--- config.mk ---
export PLATFORM = sky130hd
export DESIGN_NAME = csr_unit
export DESIGN_NICKNAME = d
export VERILOG_FILES = /design/src/rtl/csr_pkg.sv /design/src/rtl/csr_counter64.sv /design/src/rtl/csr_unit.sv
export SDC_FILE = /design/constraint.sdc
export NUM_CORES = 1
export LEC_CHECK = 0
export ABC_AREA = 1
export CELL_PAD_IN_SITES_DETAIL_PLACEMENT = 0
export CELL_PAD_IN_SITES_GLOBAL_PLACEMENT = 1
export CORE_AREA = 2 2 236 238
export DETAILED_ROUTE_END_ITERATION = 7
export DIE_AREA = 0 0 238 240
export GPL_TIMING_DRIVEN = 0
export PLACE_DENSITY_LB_ADDON = 0.1
export SYNTH_ARGS = -nofsm -noshare
export SYNTH_HDL_FRONTEND = slang
export SYNTH_SLANG_ARGS = --single-unit
--- constraint.sdc ---
create_clock -name clk -period 2.65 [get_ports clk]
set_clock_uncertainty 0.2 [all_clocks]
set_input_delay 0.3975 -clock clk [delete_from_list [all_inputs] [get_ports clk]]
set_output_delay 0.3975 -clock clk [all_outputs]
set_load 0.01 [all_outputs]
--- src/rtl/csr_pkg.sv ---
// Shared definitions for the machine-mode CSR unit: address map, Zicsr funct3
// encodings and the read-modify-write operation kinds.
package csr_pkg;

    localparam logic [11:0] CSR_TOHOST    = 12'h51E;
    localparam logic [11:0] CSR_MSCRATCH  = 12'h340;
    localparam logic [11:0] CSR_MCYCLE    = 12'hB00;
    localparam logic [11:0] CSR_MCYCLEH   = 12'hB80;
    localparam logic [11:0] CSR_MINSTRET  = 12'hB02;
    localparam logic [11:0] CSR_MINSTRETH = 12'hB82;
    localparam logic [11:0] CSR_CYCLE     = 12'hC00;
    localparam logic [11:0] CSR_CYCLEH    = 12'hC80;
    localparam logic [11:0] CSR_INSTRET   = 12'hC02;
    localparam logic [11:0] CSR_INSTRETH  = 12'hC82;

    localparam logic [2:0] F3_CSRRW  = 3'b001;
    localparam logic [2:0] F3_CSRRS  = 3'b010;
    localparam logic [2:0] F3_CSRRC  = 3'b011;
    localparam logic [2:0] F3_CSRRWI = 3'b101;
    localparam logic [2:0] F3_CSRRSI = 3'b110;
    localparam logic [2:0] F3_CSRRCI = 3'b111;

    typedef enum logic [1:0] {
        OP_NONE = 2'b00,
        OP_RW   = 2'b01,
        OP_RS   = 2'b10,
        OP_RC   = 2'b11
    } csr_op_e;

    // The low two funct3 bits pick the operation; bit 2 only selects the operand source.
    function automatic csr_op_e decode_op(input logic [2:0] funct3);
        csr_op_e kind;
        case (funct3[1:0])
            2'b01:   kind = OP_RW;
            2'b10:   kind = OP_RS;
            2'b11:   kind = OP_RC;
            default: kind = OP_NONE;
        endcase
        return kind;
    endfunction

endpackage

--- src/rtl/csr_counter64.sv ---
// Free-running counter with independently writable lo/hi halves. A write to
// either half wins over the increment and leaves the other half untouched.
module csr_counter64 #(
    parameter int XLEN  = 32,
    parameter int CNT_W = 64
) (
    input  logic             clk,
    input  logic             rst,
    input  logic             inc,
    input  logic             wr_lo,
    input  logic             wr_hi,
    input  logic [XLEN-1:0]  wdata,
    output logic [CNT_W-1:0] q
);

    localparam int HI_W = CNT_W - XLEN;

    // Writing one half suppresses the increment for that edge, so no carry can
    // leak into the unwritten half.
    always_ff @(posedge clk) begin
        if (rst) begin
            q <= '0;
        end else if (wr_lo) begin
            q[XLEN-1:0] <= wdata;
        end else if (wr_hi) begin
            q[CNT_W-1:XLEN] <= wdata[HI_W-1:0];
        end else if (inc) begin
            q <= q + CNT_W'(1);
        end
    end

endmodule

--- src/rtl/csr_unit.sv ---
// Execute-stage Zicsr unit: decodes CSR ops, returns the old value
// combinationally and commits the read-modify-write on the next clock edge.
module csr_unit
    import csr_pkg::*;
#(
    parameter int              XLEN         = 32,
    parameter int              CNT_W        = 64,
    parameter bit              HAS_COUNTERS = 1'b1,
    parameter logic [XLEN-1:0] TOHOST_RST   = 32'h0
) (
    input  logic            clk,
    input  logic            rst,
    input  logic            csr_en,
    input  logic [2:0]      csr_funct3,
    input  logic [11:0]     csr_addr,
    input  logic [XLEN-1:0] rs1_data,
    input  logic [4:0]      rs1_zimm,
    input  logic            instret_inc,
    input  logic            stall,
    output logic [XLEN-1:0] csr_rdata,
    output logic            csr_illegal,
    output logic [XLEN-1:0] tohost
);

    localparam int HI_W = CNT_W - XLEN;

    csr_op_e          op_kind;
    logic [XLEN-1:0]  operand;
    logic             wr_attempt;
    logic             addr_hit;
    logic [XLEN-1:0]  old_val;
    logic [XLEN-1:0]  new_val;
    logic             commit;
    logic [XLEN-1:0]  mscratch_q;
    logic [CNT_W-1:0] mcycle_q;
    logic [CNT_W-1:0] minstret_q;
    logic [XLEN-1:0]  mcycle_hi;
    logic [XLEN-1:0]  minstret_hi;

    assign op_kind = decode_op(csr_funct3);
    assign operand = csr_funct3[2] ? {{(XLEN-5){1'b0}}, rs1_zimm} : rs1_data;

    // Set/clear with a zero rs1/zimm field is a pure read, which keeps
    // "CSRRS x0" on the read-only aliases legal.
    assign wr_attempt = (op_kind == OP_RW) || ((op_kind != OP_NONE) && (rs1_zimm != 5'd0));

    always_comb begin
        mcycle_hi   = '0;
        minstret_hi = '0;
        mcycle_hi[HI_W-1:0]   = mcycle_q[CNT_W-1:XLEN];
        minstret_hi[HI_W-1:0] = minstret_q[CNT_W-1:XLEN];
    end

    always_comb begin
        addr_hit = 1'b0;
        old_val  = '0;
        case (csr_addr)
            CSR_TOHOST: begin
                addr_hit = 1'b1;
                old_val  = tohost;
            end
            CSR_MSCRATCH: begin
                addr_hit = 1'b1;
                old_val  = mscratch_q;
            end
            CSR_MCYCLE, CSR_CYCLE: begin
                addr_hit = HAS_COUNTERS;
                old_val  = mcycle_q[XLEN-1:0];
            end
            CSR_MCYCLEH, CSR_CYCLEH: begin
                addr_hit = HAS_COUNTERS;
                old_val  = mcycle_hi;
            end
            CSR_MINSTRET, CSR_INSTRET: begin
                addr_hit = HAS_COUNTERS;
                old_val  = minstret_q[XLEN-1:0];
            end
            CSR_MINSTRETH, CSR_INSTRETH: begin
                addr_hit = HAS_COUNTERS;
                old_val  = minstret_hi;
            end
            default: begin
                addr_hit = 1'b0;
                old_val  = '0;
            end
        endcase
    end

    assign csr_illegal = csr_en && (!addr_hit || (op_kind == OP_NONE)
                                    || (wr_attempt && (csr_addr[11:10] == 2'b11)));
    assign csr_rdata   = (csr_en && !csr_illegal) ? old_val : '0;
    assign commit      = csr_en && wr_attempt && !csr_illegal && !stall;

    always_comb begin
        new_val = old_val;
        case (op_kind)
            OP_RW:   new_val = operand;
            OP_RS:   new_val = old_val | operand;
            OP_RC:   new_val = old_val & ~operand;
            default: new_val = old_val;
        endcase
    end

    always_ff @(posedge clk) begin
        if (rst) begin
            tohost     <= TOHOST_RST;
            mscratch_q <= '0;
        end else if (commit) begin
            if (csr_addr == CSR_TOHOST)   tohost     <= new_val;
            if (csr_addr == CSR_MSCRATCH) mscratch_q <= new_val;
        end
    end

    // Only the machine-mode addresses can commit; the user aliases are read-only.
    if (HAS_COUNTERS) begin : g_counters
        csr_counter64 #(.XLEN(XLEN), .CNT_W(CNT_W)) u_mcycle (
            .clk   (clk),
            .rst   (rst),
            .inc   (1'b1),
            .wr_lo (commit && (csr_addr == CSR_MCYCLE)),
            .wr_hi (commit && (csr_addr == CSR_MCYCLEH)),
            .wdata (new_val),
            .q     (mcycle_q)
        );

        csr_counter64 #(.XLEN(XLEN), .CNT_W(CNT_W)) u_minstret (
            .clk   (clk),
            .rst   (rst),
            .inc   (instret_inc && !stall),
            .wr_lo (commit && (csr_addr == CSR_MINSTRET)),
            .wr_hi (commit && (csr_addr == CSR_MINSTRETH)),
            .wdata (new_val),
            .q     (minstret_q)
        );
    end else begin : g_no_counters
        assign mcycle_q   = '0;
        assign minstret_q = '0;
    end

endmodule

==> results.md <==
- DP Wirelength: 78.4 mm
- Reg-to-Reg Start: g_counters.u_mcycle.q[12]
- Design Power: 6520 uW
- Area Overhead vs Synth: 30.6%
- Netlist Area Pre-Place: 15100 um^2
- Family with the most delay on the worst path: simple AND/OR/NAND/NOR gates
- Slowest stage delay, CP: 0.22 ns
- Final GP Congestion: 0.978
- Worst-margin pin slew: 1.19 ns
- Post-DP Area: 17200 um^2
- Final worst slack: -0.121 ns
- Commonest cells in the netlist: nand2_1, nor2_1, inv_1, nand3_1, dfxtp_1
- Top post-synthesis cells by area: dfxtp_1, nand2_1, nor2_1
- Crit path max fanout: 7
- Synthesized area per cell: 5.56 um^2
- Number of synthesized flops with an enable pin: 0
- Required @ worst endpoint: 2.05 ns
- Cell variety after synth: 39
- Gr ovfl total: 0
- Reg-to-Reg End: g_counters.u_mcycle.q[37]
- Status: complete, but fails checks
- Share of cells above drive strength 1: 16.3%
- Later-pin clock latency in the skew report: 0.52 ns
- CORE AREA: 54700 um^2
- Die Width: 238 um
- Lkg Pwr: 0.00826 uW
- Hold path start: mscratch_q[6]
- R2R setup slack: 0.06 ns
- Die H: 240 um
- Post-Place Cells: 3546
- Part of the cycle the worst path needs: 105%
- Nets: 2982
- Cell taking the most area after synthesis: dfxtp_1
- Port Buffers: 120
- Hold Vio Cnt, Final: 0
- Vias in the first global route: 18.5k
- Largest net degree at the start of global routing: 19
- Drt initial violations: 1715
- Unrepaired setup endpoints after global routing: true
- Setup-failing EPs final: 24
- Seq/Total Area, Yosys: 25.4%
- Pwr/cell area: 330 nW/um^2
- Die Area: 57100 um^2
- Startpoint types: input port
- CP max stage cell: clkbuf_16
- Design area: 19800 um^2
- Gr usage total: 33.5%
- Peak supply drop: 0.547 mV
- Crit-path most repeated cell: nor2_4
- Initial antenna violation count: 4
- Clk pin slew, worst setup/hold paths: 0.08 ns
- Syn Nets: 2781
- Via density: 5.26
- Crit Path Class: in -> out
- Post-Route WL: 96.4 mm
- Top-area cell type share of the netlist area: 25.4%
- Min-Delay Endpoint: mscratch_q[6]
- CTS Buf Count: 17
- Hold Path Class: reg -> reg
- Crit-path cells: buf_8 > nor2_4 > nand2_4 > nor2_4 > nand2_4 > nand3_4 > nor2_4 > nor2_8 > nand2_8 > clkbuf_16 > buf_12 > a21oi_4 > buf_2
- Final Non-Filler Cells: 3640
- WP data arrival: 2.17 ns
- Pre-antenna DRT Iters: 6
- FF-to-FF path depth: 9
- Critical Path End Type: output pin
- Top_reg_cell synth: dfxtp_1
- I/O pin count: 122
- Cts hold-fix bufs: 0
- Top-count cell post-synth: nand2_1
- # rows: 86
- Pins over their slew limit: 0
- Clock Tree Buf Depth: 2
- Buffers and inverters on the worst path: 4
- Routed vias: 19.2k
- Post-detailed-route wirelength per cell: 26.5 um
- Tmin final: 2.77 ns
- Clock sink count: 192
- Yosys Warn Count: 0
- CTS tree: yes
- Initial core utilization: 27.7%
- Flip-flop and latch count after synthesis: 192
- Mapped Cells: 2722
- Post-DRT Antenna Nets: 0
- Max-Cap Viols: 0
- CTS root buf: clkbuf_16
- Failing checks: setup timing
- Hold Path Cell Cnt: 2
- Fmax: 0.361 GHz
- H-tree levels: 4
- Diode count: 0
- Residual DRC count: 0
- First-pass GRT wire length: 135 mm
- FFs w/ async S/R, synth: 0%
- Rel. slew slack: 20.4%
registers in the layout, summed over array words and instances, names as in the netlist:
name / flops
g_counters.u_mcycle.q: 64
g_counters.u_minstret.q: 64
mscratch_q: 32
tohost: 32
per-stage QoR:
stage               hold WS, ns  setup WS [ns]  utilization (%)  TNS, ns
global route              0.267         -0.189             36.1    -2.72
finish                    0.257         -0.121             36.1    -1.46
global placement          0.238          -2.16             31.5  -363.50
CTS                       0.253         -0.129             35.3    -1.50
detailed placement        0.240          -2.17             31.5  -366.61
floorplan                 0.225          0.186                -        0
power breakdown:
| group | internal (uW) | total [uW] | switching [uW] |
|---|---|---|---|
| combinational | 232 | 784 | 553 |
| sequential | 2910 | 2960 | 46.0 |
| clock | 1270 | 2780 | 1510 |
| total | 4410 | 6520 | 2110 |
worst register-to-register path, delay by kind of cell (launching register included):
| kind | cells | cell delay, ns |
|---|---|---|
| simple gates | 7 | 1.49 |
| flops | 1 | 0.50 |
| xor+xnor | 1 | 0.20 |
| compound gates | 1 | 0.13 |
routing by layer:
layer  global-route usage (%)  vias up  share of wire, %
met1                     41.5     9207                42
met5                        0        -             0.025
met2                     57.4      738                47
met4                     15.7        4               4.8
li1                         -     9023                 -
met3                     4.62      183               5.7
cell usage in the layout (no fill, tap or decap), types with 48 or more instances in the layout:
master           netlist  layout
dfxtp_1              192     172
nand2_1              869     831
clkdlybuf4s50_1        0      69
nor3_1                68      48
o21ai_0              127     117
buf_2                 51      57
xor2_1                87      87
a21oi_1              164     126
nand3_1              202     191
inv_1                279     270
nor2_1               452     380
buf_4                  8      60
worst max path at each step:
stage                    endpoint          from  cells past startpoint
floorplan           csr_rdata[10]  csr_addr[11]                     13
global placement    csr_rdata[13]   csr_addr[4]                     12
detailed placement  csr_rdata[13]   csr_addr[4]                     12
CTS                 csr_rdata[13]   csr_addr[4]                     14
global route        csr_rdata[19]   csr_addr[5]                     14
finish              csr_rdata[15]   csr_addr[2]                     13
repair_timing:
item	4_1_cts	5_1_grt
setup buffers	47	17
gates resized for setup	530	121
gates cloned	2	0
pin swaps	38	35
setup endpoints to repair	225	163
layout make-up:
cell class | count | area, um^2
fillers | 6254 | 34900
multi-input cells | 2124 | 10800
flip-flops and latches | 192 | 3880
repair buffers | 184 | 1770
inverters | 288 | 1110
well taps | 704 | 881
plain buffers | 116 | 797
clock buffers | 19 | 443
clock inverters | 13 | 118
cells by family after synthesis:
group           share of synthesized area, %
simple gates                            45.9
compound gates                          11.9
flops                                   25.4
xor+xnor                                5.79
buf+inv                                 10.9
fa+ha+maj                              0.165
Power figures use the tool's default switching activity.
